==> src/rtl/hdmi_rx_pkg.sv <==
// Shared HDMI receive constants, packet field types and the infoframe checksum helper.
// Pure definitions: no latency, no flow control.
package hdmi_rx_pkg;

    localparam logic [7:0] ECC_POLY     = 8'h83;
    localparam logic [7:0] VSIF_TYPE    = 8'h81;
    localparam logic [4:0] VSIF_MIN_LEN = 5'd5;

    localparam int HDR_DATA_W = 24;
    localparam int SUB_DATA_W = 56;
    localparam int NUM_SUB    = 4;

    typedef struct packed {
        logic [7:0] hb2;
        logic [7:0] hb1;
        logic [7:0] hb0;
    } hdr_t;

    typedef logic [NUM_SUB-1:0][SUB_DATA_W-1:0] sub_data_t;

    // PB(7i+j) is byte j of subpacket i, so summing every subpacket byte covers PB0..PB27.
    function automatic logic [7:0] packet_sum(input hdr_t hdr, input sub_data_t sub);
        logic [7:0] sum;
        sum = hdr.hb0 + hdr.hb1 + hdr.hb2;
        for (int i = 0; i < NUM_SUB; i++) begin
            for (int j = 0; j < SUB_DATA_W / 8; j++) begin
                sum = sum + sub[i][8*j +: 8];
            end
        end
        return sum;
    endfunction

endpackage

==> src/rtl/vendor_infoframe_receiver_if.sv <==
// Data-island bit stream in, decoded packet and VSIF fields out.
// No backpressure: the source streams bits every pixel clock while data_island_period is high.
interface vendor_infoframe_receiver_if;
    import hdmi_rx_pkg::*;

    logic                 data_island_period;
    logic [8:0]           packet_data;
    logic                 packet_valid;
    logic [23:0]          header;
    sub_data_t            sub;
    logic [4:0]           ecc_error;
    logic                 checksum_ok;
    logic                 vsif_valid;
    logic [23:0]          ieee_oui;
    logic [2:0]           hdmi_video_format;
    logic [7:0]           hdmi_vic;

    modport master (
        output data_island_period, packet_data,
        input  packet_valid, header, sub, ecc_error, checksum_ok,
               vsif_valid, ieee_oui, hdmi_video_format, hdmi_vic
    );

    modport slave (
        input  data_island_period, packet_data,
        output packet_valid, header, sub, ecc_error, checksum_ok,
               vsif_valid, ieee_oui, hdmi_video_format, hdmi_vic
    );

endinterface

==> src/rtl/packet_ecc_check.sv <==
// BCH parity check of one packet channel: LFSR over DATA_W data bits vs the 8 parity bits above them.
// Combinational, no flow control.
module packet_ecc_check
    import hdmi_rx_pkg::*;
#(
    parameter int DATA_W = 24
) (
    input  logic [DATA_W+7:0] word,
    output logic              error
);

    logic [7:0] ecc;
    logic       fb;

    // Serial LFSR unrolled across the data bits, LSB first as transmitted.
    always_comb begin
        ecc = 8'h00;
        fb  = 1'b0;
        for (int b = 0; b < DATA_W; b++) begin
            fb  = word[b] ^ ecc[0];
            ecc = (ecc >> 1) ^ (fb ? ECC_POLY : 8'h00);
        end
        error = (ecc != word[DATA_W+7:DATA_W]);
    end

endmodule

==> src/rtl/vendor_infoframe_receiver.sv <==
// Assembles 32-cycle HDMI data-island packets, checks ECC/checksum, decodes the vendor-specific infoframe.
// Packet outputs register 1 cycle after the count-31 sample; no backpressure, back-to-back packets accepted.
module vendor_infoframe_receiver
    import hdmi_rx_pkg::*;
#(
    parameter bit REQUIRE_VALID = 1'b1
) (
    input  logic                          clk_pixel,
    input  logic                          reset,
    vendor_infoframe_receiver_if.slave    rx
);

    logic [4:0]                bit_cnt;
    logic [31:0]               hdr_sr;
    logic [NUM_SUB-1:0][63:0]  sub_sr;

    logic [31:0]               hdr_word;
    logic [NUM_SUB-1:0][63:0]  sub_word;
    hdr_t                      hdr_data;
    sub_data_t                 sub_data;
    logic [4:0]                ecc_now;
    logic                      csum_now;
    logic                      last_bit;
    logic                      is_vsif;
    logic                      accept_vsif;

    logic                      packet_valid_q;
    logic [23:0]               header_q;
    sub_data_t                 sub_q;
    logic [4:0]                ecc_error_q;
    logic                      checksum_ok_q;
    logic                      vsif_valid_q;
    logic [23:0]               ieee_oui_q;
    logic [2:0]                hdmi_video_format_q;
    logic [7:0]                hdmi_vic_q;

    assign last_bit = rx.data_island_period && (bit_cnt == 5'd31);

    // Right shifts with the new sample entering at the top leave the bit taken at count k in position k
    // after 32 samples; the word is viewed here including the current sample so count 31 completes it.
    always_comb begin
        hdr_word = {rx.packet_data[0], hdr_sr[31:1]};
        for (int i = 0; i < NUM_SUB; i++) begin
            sub_word[i] = {rx.packet_data[5+i], rx.packet_data[1+i], sub_sr[i][63:2]};
        end
    end

    always_comb begin
        hdr_data = hdr_word[23:0];
        for (int i = 0; i < NUM_SUB; i++) begin
            sub_data[i] = sub_word[i][55:0];
        end
    end

    packet_ecc_check #(.DATA_W(HDR_DATA_W)) u_hdr_ecc (
        .word  (hdr_word),
        .error (ecc_now[4])
    );

    for (genvar g = 0; g < NUM_SUB; g++) begin : g_sub_ecc
        packet_ecc_check #(.DATA_W(SUB_DATA_W)) u_sub_ecc (
            .word  (sub_word[g]),
            .error (ecc_now[g])
        );
    end

    assign csum_now    = (packet_sum(hdr_data, sub_data) == 8'h00);
    assign is_vsif     = (hdr_data.hb0 == VSIF_TYPE) && (hdr_data.hb2[4:0] >= VSIF_MIN_LEN);
    assign accept_vsif = is_vsif && (!REQUIRE_VALID || ((ecc_now == 5'd0) && csum_now));

    // A falling data_island_period clears the count, which also discards any partial packet.
    always_ff @(posedge clk_pixel or posedge reset) begin
        if (reset) begin
            bit_cnt <= 5'd0;
            hdr_sr  <= '0;
            sub_sr  <= '0;
        end else if (rx.data_island_period) begin
            bit_cnt <= bit_cnt + 5'd1;
            hdr_sr  <= hdr_word;
            sub_sr  <= sub_word;
        end else begin
            bit_cnt <= 5'd0;
        end
    end

    always_ff @(posedge clk_pixel or posedge reset) begin
        if (reset) begin
            packet_valid_q <= 1'b0;
            header_q       <= '0;
            sub_q          <= '0;
            ecc_error_q    <= '0;
            checksum_ok_q  <= 1'b0;
        end else begin
            packet_valid_q <= last_bit;
            if (last_bit) begin
                header_q      <= hdr_data;
                sub_q         <= sub_data;
                ecc_error_q   <= ecc_now;
                checksum_ok_q <= csum_now;
            end
        end
    end

    // PB1..PB5 live in subpacket 0 bytes 1..5.
    always_ff @(posedge clk_pixel or posedge reset) begin
        if (reset) begin
            vsif_valid_q        <= 1'b0;
            ieee_oui_q          <= '0;
            hdmi_video_format_q <= '0;
            hdmi_vic_q          <= '0;
        end else if (last_bit && accept_vsif) begin
            vsif_valid_q        <= 1'b1;
            ieee_oui_q          <= sub_data[0][31:8];
            hdmi_video_format_q <= sub_data[0][39:37];
            hdmi_vic_q          <= sub_data[0][47:40];
        end
    end

    assign rx.packet_valid      = packet_valid_q;
    assign rx.header            = header_q;
    assign rx.sub               = sub_q;
    assign rx.ecc_error         = ecc_error_q;
    assign rx.checksum_ok       = checksum_ok_q;
    assign rx.vsif_valid        = vsif_valid_q;
    assign rx.ieee_oui          = ieee_oui_q;
    assign rx.hdmi_video_format = hdmi_video_format_q;
    assign rx.hdmi_vic          = hdmi_vic_q;

endmodule

==> src/flat_wrapper.sv <==
// flat-port wrapper written by rule: the top's interface ports become plain ports
module vendor_infoframe_receiver_flat import hdmi_rx_pkg::*;
#(
    parameter bit REQUIRE_VALID = 1'b1
)
  (clk_pixel, reset, rx_data_island_period, rx_packet_data, rx_packet_valid, rx_header, rx_sub, rx_ecc_error, rx_checksum_ok, rx_vsif_valid, rx_ieee_oui, rx_hdmi_video_format, rx_hdmi_vic);
  vendor_infoframe_receiver_if rx_i ();
  input  logic clk_pixel;
  input  logic reset;
  input wire logic [$bits(rx_i.data_island_period)-1:0] rx_data_island_period;
  input wire logic [$bits(rx_i.packet_data)-1:0] rx_packet_data;
  output wire logic [$bits(rx_i.packet_valid)-1:0] rx_packet_valid;
  output wire logic [$bits(rx_i.header)-1:0] rx_header;
  output wire logic [$bits(rx_i.sub)-1:0] rx_sub;
  output wire logic [$bits(rx_i.ecc_error)-1:0] rx_ecc_error;
  output wire logic [$bits(rx_i.checksum_ok)-1:0] rx_checksum_ok;
  output wire logic [$bits(rx_i.vsif_valid)-1:0] rx_vsif_valid;
  output wire logic [$bits(rx_i.ieee_oui)-1:0] rx_ieee_oui;
  output wire logic [$bits(rx_i.hdmi_video_format)-1:0] rx_hdmi_video_format;
  output wire logic [$bits(rx_i.hdmi_vic)-1:0] rx_hdmi_vic;
  assign rx_i.data_island_period = rx_data_island_period;
  assign rx_i.packet_data = rx_packet_data;
  assign rx_packet_valid = rx_i.packet_valid;
  assign rx_header = rx_i.header;
  assign rx_sub = rx_i.sub;
  assign rx_ecc_error = rx_i.ecc_error;
  assign rx_checksum_ok = rx_i.checksum_ok;
  assign rx_vsif_valid = rx_i.vsif_valid;
  assign rx_ieee_oui = rx_i.ieee_oui;
  assign rx_hdmi_video_format = rx_i.hdmi_video_format;
  assign rx_hdmi_vic = rx_i.hdmi_vic;
  vendor_infoframe_receiver #(.REQUIRE_VALID(REQUIRE_VALID)) u_core (.clk_pixel(clk_pixel), .reset(reset), .rx(rx_i));
endmodule
==> config.mk <==
export PLATFORM = sky130hd
export DESIGN_NAME = vendor_infoframe_receiver_flat
export DESIGN_NICKNAME = d
export VERILOG_FILES = /design/src/rtl/hdmi_rx_pkg.sv /design/src/rtl/vendor_infoframe_receiver_if.sv /design/src/rtl/packet_ecc_check.sv /design/src/rtl/vendor_infoframe_receiver.sv /design/src/flat_wrapper.sv
export SDC_FILE = /design/constraint.sdc
export NUM_CORES = 2
export LEC_CHECK = 0
export CAP_MARGIN = 20
export CORE_UTILIZATION = 50
export DETAILED_ROUTE_END_ITERATION = 12
export PLACE_DENSITY = 0.74
export SETUP_SLACK_MARGIN = 0.4
export SLEW_MARGIN = 20
export SYNTH_ARGS = -nofsm -noshare
export SYNTH_HDL_FRONTEND = slang
export SYNTH_SLANG_ARGS = --single-unit
==> constraint.sdc <==
create_clock -name clk_pixel -period 18.9 [get_ports clk_pixel]
set_input_delay 3.78 -clock clk_pixel [delete_from_list [all_inputs] [get_ports clk_pixel]]
set_output_delay 3.78 -clock clk_pixel [all_outputs]
set_load 0.01 [all_outputs]
======== Word level (Yosys, flattened, before mapping) ========
Cells that the tools add are included.
word-level totals
  word-level logic and storage cells ...... 799
  input bits .............................. 12
  output and inout bits ................... 291
  register bits after elaboration ......... 584
cells by class
  $add $sub $neg .......................... 31
  bitwise gates (word level) .............. 486
  mux-type cells .......................... 249
  reductions and logical operators ........ 7
  equality and inequality tests ........... 7
  magnitude comparators ................... 1
operators by type and width
  kind                 count
  $mux 8               248
  $xor 7x8->8          243
  $xor 1x1->1          243
  $add 8x8->8          30
  $ne 8x8->1           5
  $eq 8x8->1 const B   1
  $logic_not 8->1      1
  $add 5x1->5 const B  1
  $eq 5x5->1 const B   1
  $ge 5x3->1 const B   1
  $logic_and 1x1->1    5
  $logic_not 5->1      1
  $mux 5               1

======== Longest topological paths before layout ========
  depth in word-level cells ............... 171
  mapped depth ............................ 26

======== Modules after synthesis ========
Synthesis repeated with hierarchy kept, for this count alone.
second synthesis, totals
  cell total of the unflattened synthesis .. 2419
  area total of the unflattened synthesis .. 35114.9 sq um
modules (own cells, without submodules)
  module                                                 instances  cells an instance  area an instance (sq um)
  vendor_infoframe_receiver                              1          1653               26304.0
  packet_ecc_check at u_core.g_sub_ecc[0].u_sub_ecc ...  4          174                2000.7
  packet_ecc_check at u_core.u_hdr_ecc                   1          70                 808.3

======== Worst setup path before layout ========
No wires, ideal clock.
  path kind ............................... reg-to-reg
  start ................................... register u_core.sub_sr, in the netlist u_core.sub_data[2]
  end ..................................... register u_core.hdmi_video_format_q[0], in the netlist u_core.rx.hdmi_video_format[0]
  clock period less this slack ............ 7078 ps
  arrival time ............................ 6953 ps
  cell stages (with the launch flop) ...... 23
  data required time ...................... 18775 ps
  setup time .............................. 125 ps
  path slack .............................. 11822 ps
  path through ............................ dfrtp_1 > fa_1 > inv_1 > fa_1 > fa_1 > fa_1 > fa_1 > fa_1 > inv_1 > fa_1 > fa_1 > ha_1 > a21o_1 > a21o_1 > a21o_1 > a21oi_1 > xnor2_1 > nor3_1 > nand3_1 > nor4_4 > nand4_4 > buf_6 > mux2_4
on the way
  longest elaborated chain between the ends .. 167
RTL lines
  element                                                                line                              source
  from (decl)                                                            vendor_infoframe_receiver.sv:15   logic [NUM_SUB-1:0][63:0] sub_sr;
  from (signal assigned)                                                 vendor_infoframe_receiver.sv:80   sub_sr <= sub_word;
  parallel branches: the longest is 164 deep, another holds $add 8x8->8  --
  $logic_and 1x1->1 (*) (2 in series)                                    vendor_infoframe_receiver.sv:69   assign accept_vsif = is_vsif && (!REQUIRE_VALID || ((ecc_now == 5'd0) && csum_now));
  $logic_and 1x1->1 (*)                                                  vendor_infoframe_receiver.sv:111  end else if (last_bit && accept_vsif) begin
  to (signal assigned)                                                   vendor_infoframe_receiver.sv:114  hdmi_video_format_q <= sub_data[0][39:37];
  to (decl)                                                              vendor_infoframe_receiver.sv:34   logic [2:0] hdmi_video_format_q;
Every way passes the cells marked *.
A chain may end at the register's enable or synchronous reset.

======== Worst setup path after layout ========
  start ................................... register u_core.sub_sr, in the netlist u_core.sub_data[19]
  end ..................................... register u_core.hdmi_video_format_q[1], in the netlist u_core.rx.hdmi_video_format[1]
on the way
  longest elaborated chain between the ends .. 116
RTL lines
  element                                                                line
  parallel branches: the longest is 113 deep, another holds $add 8x8->8  --
  $logic_and 1x1->1 (*) (2 in series)                                    vendor_infoframe_receiver.sv:69
  $logic_and 1x1->1 (*)                                                  vendor_infoframe_receiver.sv:111
Marked as above.

==> flow_summary.toml <==
[clock_network]
cts_buffers = 66
cts_root_buffer = "clkbuf_16"
postCtsResizedCells = 0
clock_latency_ns = 0.61
h-tree-depth = 3
cts_tree = "built"
hold_buffers = 0
cts.clk_slew.worst_paths_ns = 0.06
post_cts_buffers = 0
clkSinkCount = 575
cts_buffer_depth = 3

[yosys]
synth.area.mux_share_pct = 18.6
synth_area_leader_cell = "dfrtp_1"
synth_fa_ha_area_share_pct = 11.1
ys_ff_latch = 575
syn_area_mm2 = 0.0349
synth-xor-area-share_pct = 24.4
synthArstFlopShare_pct = 100
synthCells = 2410
yosys-top-cells-area = "dfrtp_1, mux2_2, xnor2_1, fa_1, xnor3_1"
syn_area_per_cell_um2 = 14.5
ys_warn_count = 0
synth_top_family_by_area = "XOR/XNOR gates"
seq_area_frac_synth_pct = 41.2
synth_cell_type_count = 53
syn_nets = 2625
synth_top_area_share_pct = 41.2
synth_compound_area_share_pct = 0.663
synth_edf_count = 0
synth_top_cells_by_count = "dfrtp_1, mux2_2, xnor2_1"
yosys.area_share.simple_pct = 1.32
yosysMostFrequentCell = "dfrtp_1"
ys.flop_type = "dfrtp_1"

[setup_path]
start_kind = "flip-flop"
crit_path_max_fanout = 36
rrSetupSlack_ns = 10.52
r2r-start = "u_core.sub_data[19]$_DFFE_PP0P_"
reg2reg_to = "u_core.rx.hdmi_video_format[1]$_DFFE_PP0P_"
crit_top_cell = "fa_1"
cp.required_ns = 19.39
path_cells = "fa_1 -> inv_1 -> fa_1 -> fa_1 -> fa_1 -> fa_1 -> fa_1 -> fa_1 -> fa_1 -> inv_1 -> ha_1 -> a21o_1 -> a21o_1 -> a21o_1 -> a21oi_1 -> xnor2_1 -> nor3_1 -> nand3_1 -> nor4_4 -> nand4_4 -> mux2_2"
crit_path_max_incr_delay_ns = 0.78
crit_path_top_delay_cell = "nand4_4"
crit_start = "u_core.sub_data[19]$_DFFE_PP0P_"
path_depth = 21
path_class = "reg -> reg"
crit_end = "u_core.rx.hdmi_video_format[1]$_DFFE_PP0P_"
cp_top_family = "adder cells"
ff2ff_path_depth = 21
cp.arrival_ns = 8.87
crit_path_end_kind = "flip-flop"
cp.buffers_inverters = 2

[route]
post_drt_wl_per_cell_um = 22.7
drt-total-wl_um = 83500
drt_iter0_drc = 973
drt_drc_violations_left = 0
first_pass_iters = 4
vias = 19200
ant_nets = 0
viasPerCell = 5.20

[floorplan]
die_w_um = 266
start_util_pct = 50.7
fp.dieArea_mm2 = 0.0709
ioPinCount = 303
core.rowCount = 96
core_area_mm2 = 0.0688
die_h_um = 266

[cells_and_area]
final-seq-area_mm2 = 0.0144
areaGrowthSynthToFinish_pct = 17.6
drive_gt1_share_pct = 25.6
nFillCells = 5359
num-nets-final = 2913
multi_input_area_mm2 = 0.0196

[sta]
post-route-min-period_ns = 8.38
finalSetupViolations = 0
final_max_slew_viol_count = 0
fmax_mhz = 119
fin_crit_sh_pct = 44.3
hold_violations = 0
rsz0062_at_grt = "no"
tns_ns = 0
max_slew_margin_pct = 31.7
finClkSkew_ns = 0.0116
worstMarginPinSlew_ns = 1.03

[global_routing]
grt_pass1_wl_um = 131000
antenna_found_initial = 2
grt_usage_pct = 24.4
grt_max_degree = 171
globalRouteOverflowTotal = 0
first_global_vias = 21500

[worst_hold_path]
hp-class = "reg -> reg"

[status]
status = "complete, no violations"

[place]
dp_hpwl_um = 62900
gp_congestion = 0.877
portBuffers = 302

[job]
maxCapViolCount = 0
per-stage QoR:
stage          hold WS [ns]  setup slack, ns  instance area (um^2)  util [%]  cells
5_1_grt               0.489            10.12                 41100      59.7   3682
4_1_cts               0.483            10.45                 41100      59.7   3682
3_5_place_dp          0.468            10.47                 38800      56.4   3561
2_1_floorplan         0.432             7.29                 34900         -   2410
3_3_place_gp          0.448            10.59                 38800      56.4   3561
6_report              0.481            10.52                 41100      59.7   3683
worst min path at each step:
stage | startpoint | endpoint | slack (ns) | depth (start not counted)
after floorplan | u_core.bit_cnt[0]$_DFF_PP0_ | u_core.bit_cnt[0]$_DFF_PP0_ | 0.43 | 1
after global placement | u_core.bit_cnt[0]$_DFF_PP0_ | u_core.bit_cnt[0]$_DFF_PP0_ | 0.45 | 1
after detailed placement | u_core.rx.vsif_valid$_DFFE_PP0P_ | u_core.rx.vsif_valid$_DFFE_PP0P_ | 0.47 | 1
after CTS | u_core.bit_cnt[0]$_DFF_PP0_ | u_core.bit_cnt[0]$_DFF_PP0_ | 0.48 | 1
after global routing | u_core.bit_cnt[0]$_DFF_PP0_ | u_core.bit_cnt[0]$_DFF_PP0_ | 0.49 | 1
final | u_core.rx.vsif_valid$_DFFE_PP0P_ | u_core.rx.vsif_valid$_DFFE_PP0P_ | 0.48 | 1
cells in the final DEF, fill, tap and decap left out, types with 4 or more instances in the layout:
master           count
a21o_1               4
a21oi_1              9
a31oi_1              5
and2_1               6
buf_4               11
bufinv_16            5
clkbuf_1            16
clkbuf_16           68
clkbuf_8             9
clkdlybuf4s50_1    301
clkinv_2             7
clkinvlp_4           8
dfrtp_1            575
fa_1               177
ha_1                26
inv_1              143
mux2_2             533
mux2_4              29
mux2i_1              5
nand2_1             15
nand2b_1             4
nand3_1             17
nor2_1              14
nor3_1               4
o21ai_0              6
or3_1                4
xnor2_1            426
xnor2_2              8
xnor3_1            128
xor2_1             109
xor3_1              28
routing by layer:
metal	wire, um	vias up	GRT usage, %
met3	2940	85	3.34
met1	36800	10100	32.9
met5	22	-	0
met4	1380	4	5.84
li1	-	8622	-
met2	42400	346	41.8
layout make-up:
type / instances / area share [%]
Clock inverter: 28 / 0.826
Tap cell: 931 / 2.84
Antenna cell: 1 / 0.00609
Clock buffer: 93 / 4.59
Sequential cell: 575 / 35.0
Timing Repair Buffer: 316 / 7.68
Multi-Input combinational cell: 1594 / 47.7
Inverter: 145 / 1.33
state kept, by name, summed over array words and instances (netlist names):
name                         count
u_core.rx.hdmi_video_format      3
u_core.rx.ieee_oui              24
u_core.rx.ecc_error              5
u_core.rx.vsif_valid             1
u_core.rx.hdmi_vic               8
u_core.sub_data                224
u_core.rx.packet_valid           1
u_core.bit_cnt                   5
u_core.sub_sr                   24
u_core.hdr_sr                   31
u_core.rx.checksum_ok            1
u_core.rx.sub                  224
u_core.rx.header                24
cells by family after synthesis:
kind of cell,Yosys count
xor+xnor,705
flops,575
mux,568
buf+inv,241
fa+ha+maj,203
simple gates,83
compound gates,35
Power is left out: the tool's default activity adds up to more than one toggle a clock period on the data nets, which glitch-free logic cannot reach.
==> patch, RTL diff (same flow settings) <==
`REQUIRE_VALID` is set to 1'b1 in 2 places; all go to 1'b0.
--- a/src/rtl/vendor_infoframe_receiver.sv
+++ b/src/rtl/vendor_infoframe_receiver.sv
@@ -3,7 +3,7 @@
 module vendor_infoframe_receiver
     import hdmi_rx_pkg::*;
 #(
-    parameter bit REQUIRE_VALID = 1'b1
+    parameter bit REQUIRE_VALID = 1'b0
 ) (
     input  logic                          clk_pixel,
     input  logic                          reset,
--- a/src/flat_wrapper.sv
+++ b/src/flat_wrapper.sv
@@ -1,7 +1,7 @@
 // flat-port wrapper written by rule: the top's interface ports become plain ports
 module vendor_infoframe_receiver_flat import hdmi_rx_pkg::*;
 #(
-    parameter bit REQUIRE_VALID = 1'b1
+    parameter bit REQUIRE_VALID = 1'b0
 )
   (clk_pixel, reset, rx_data_island_period, rx_packet_data, rx_packet_valid, rx_header, rx_sub, rx_ecc_error, rx_checksum_ok, rx_vsif_valid, rx_ieee_oui, rx_hdmi_video_format, rx_hdmi_vic);
   vendor_infoframe_receiver_if rx_i ();
Formal check against the unedited RTL: no difference found for any inputs over 4 cycles, from zero or initial values and one cycle with reset high; that may be too few to reach the edited logic, so the function may still have changed.
==> patch against the unedited design <==
- synthesized cell count grew 20%
- final area is 1.9% lower
- wire length down 0.72%
- area after synthesis fell by 1.2%
- critical path depth is 14 lower
- sequential share of layout area rose by 0.69 points
- core utilization shrank 0.22 points
- clock skew up 0.0027 ns
- sequential cell count stayed put
- maximum frequency is 25% higher
- worst setup slack improved by 1.7 ns
- critical path type is now input port to register
- largest cell class unchanged
Power is not shown: default switching activity piles up to over one toggle a cycle in this logic, so the estimate is an artifact.
==> patch: results (changes against the unedited design) <==
initial antenna violation count 0 (-2); reg2reg path depth 17 (-19%); slew margin rel. 34.2% (+2.5 points); Max Fanout on Critical Path 75 (+110%); RR Endpoint u_core.rx.checksum_ok; clk_skew 0.0143 ns (+0.00268 ns); sequential area share after synthesis 41.7% (+0.48 points); min-delay src u_core.bit_cnt[0]; status finished clean; WHS Endpoint u_core.bit_cnt[0]; top post-synthesis cells by area dfrtp_1, fa_1, mux2_2, xnor2_1, nand2_1; detailed-route wire length 82.9 mm (-0.72%); Reg2Reg Launch Point u_core.sub_data[59]; clock insertion delay at the later pin of the skew report 0.63 ns (+0.02 ns); GR Util All Layers 24.3% (-0.12 points); CTS H-tree lvls 2 (-1); vias post-DR 21500 (+12%); fillers 5380 (+0.39%); fraction of layout cells with a size suffix above 1 15.0% (-11 points); worst reg2reg setup slack 12.35 ns (+1.83 ns); antenna cells 0 (-1); number of global-route vias before repair 22900 (+6.7%); drt first pass iters 5 (+1); Arr. time, crit path 7.21 ns (-1.66 ns); DPL Wire Length 61.9 mm (-1.5%); fraction of registers with async set/reset 100% (unchanged); syn nets 3117 (+19%); drt first-iter violations 1587 (+63%); largest net degree at the start of global routing 188 (+9.9%); most frequent cells after synthesis nand2_1, dfrtp_1, xnor2_1; Placer Congestion 0.911 (+3.9%); Nets 3368 (+16%); CTS Buf Count 60 (-9.1%)
-- patch: cell families after synthesis --
family | after synthesis | synth area share [%]
buffers and inverters | 277 | 3.10
flip-flops | 575 | 41.7
AND/OR/NAND/NOR | 829 | 9.36
multiplexers | 316 | 10.3
adder cells (fa/ha/maj) | 203 | 11.2
XOR/XNOR | 659 | 23.5
AO/OA/AOI/OAI | 43 | 0.820
-- patch: worst max path at each step --
stage / start / slack, ns / end
6_report: rx_data_island_period / 12.19 / u_core.rx.hdmi_vic[6]
5_1_grt: rx_data_island_period / 11.81 / u_core.rx.hdmi_vic[4]
4_1_cts: reset / 12.00 / u_core.rx.sub[210]
3_5_place_dp: reset / 11.33 / u_core.rx.sub[189]
3_3_place_gp: reset / 11.47 / u_core.rx.sub[189]
2_1_floorplan: reset / 7.29 / u_core.bit_cnt[0]
-- patch: routing by layer --
layer	wire [µm]	track usage, %	vias up	share of wire [%]
met4	1940	6.33	0	2.3
li1	-	-	9728	-
met2	41300	41.2	543	50
met3	3770	3.20	119	4.5
met5	0	0	-	0
met1	35900	33.1	11100	43
-- patch: worst max-delay path: stages --
cell and delay, ns:
buf_8 0.39, nand2_4 0.56, inv_8 0.45, nand3_1 0.16, a2111oi_0 0.50, nand2_2 0.65, mux2_2 0.51
-- patch: through the flow --
step           instances  hold WS [ns]  area [µm²]  utilization [%]  worst slack [ns]
2_1_floorplan       2902         0.432       34500                -              7.29
3_3_place_gp        3963         0.447       38300             56.5             11.47
3_5_place_dp        3963         0.451       38300             56.5             11.33
4_1_cts             4072         0.459       40200             59.4             12.00
5_1_grt             4073         0.486       40300             59.4             11.81
6_report            4073         0.457       40300             59.4             12.19
-- patch: cell type report --
type	instances	area (µm²)	area share, %
Multi-Input combinational cell	2050	19100	47.3
Sequential cell	575	14400	35.7
Timing Repair Buffer	318	3190	7.92
Clock buffer	81	1720	4.27
Tap cell	873	1090	2.71
Inverter	148	567	1.41
Clock inverter	28	262	0.649
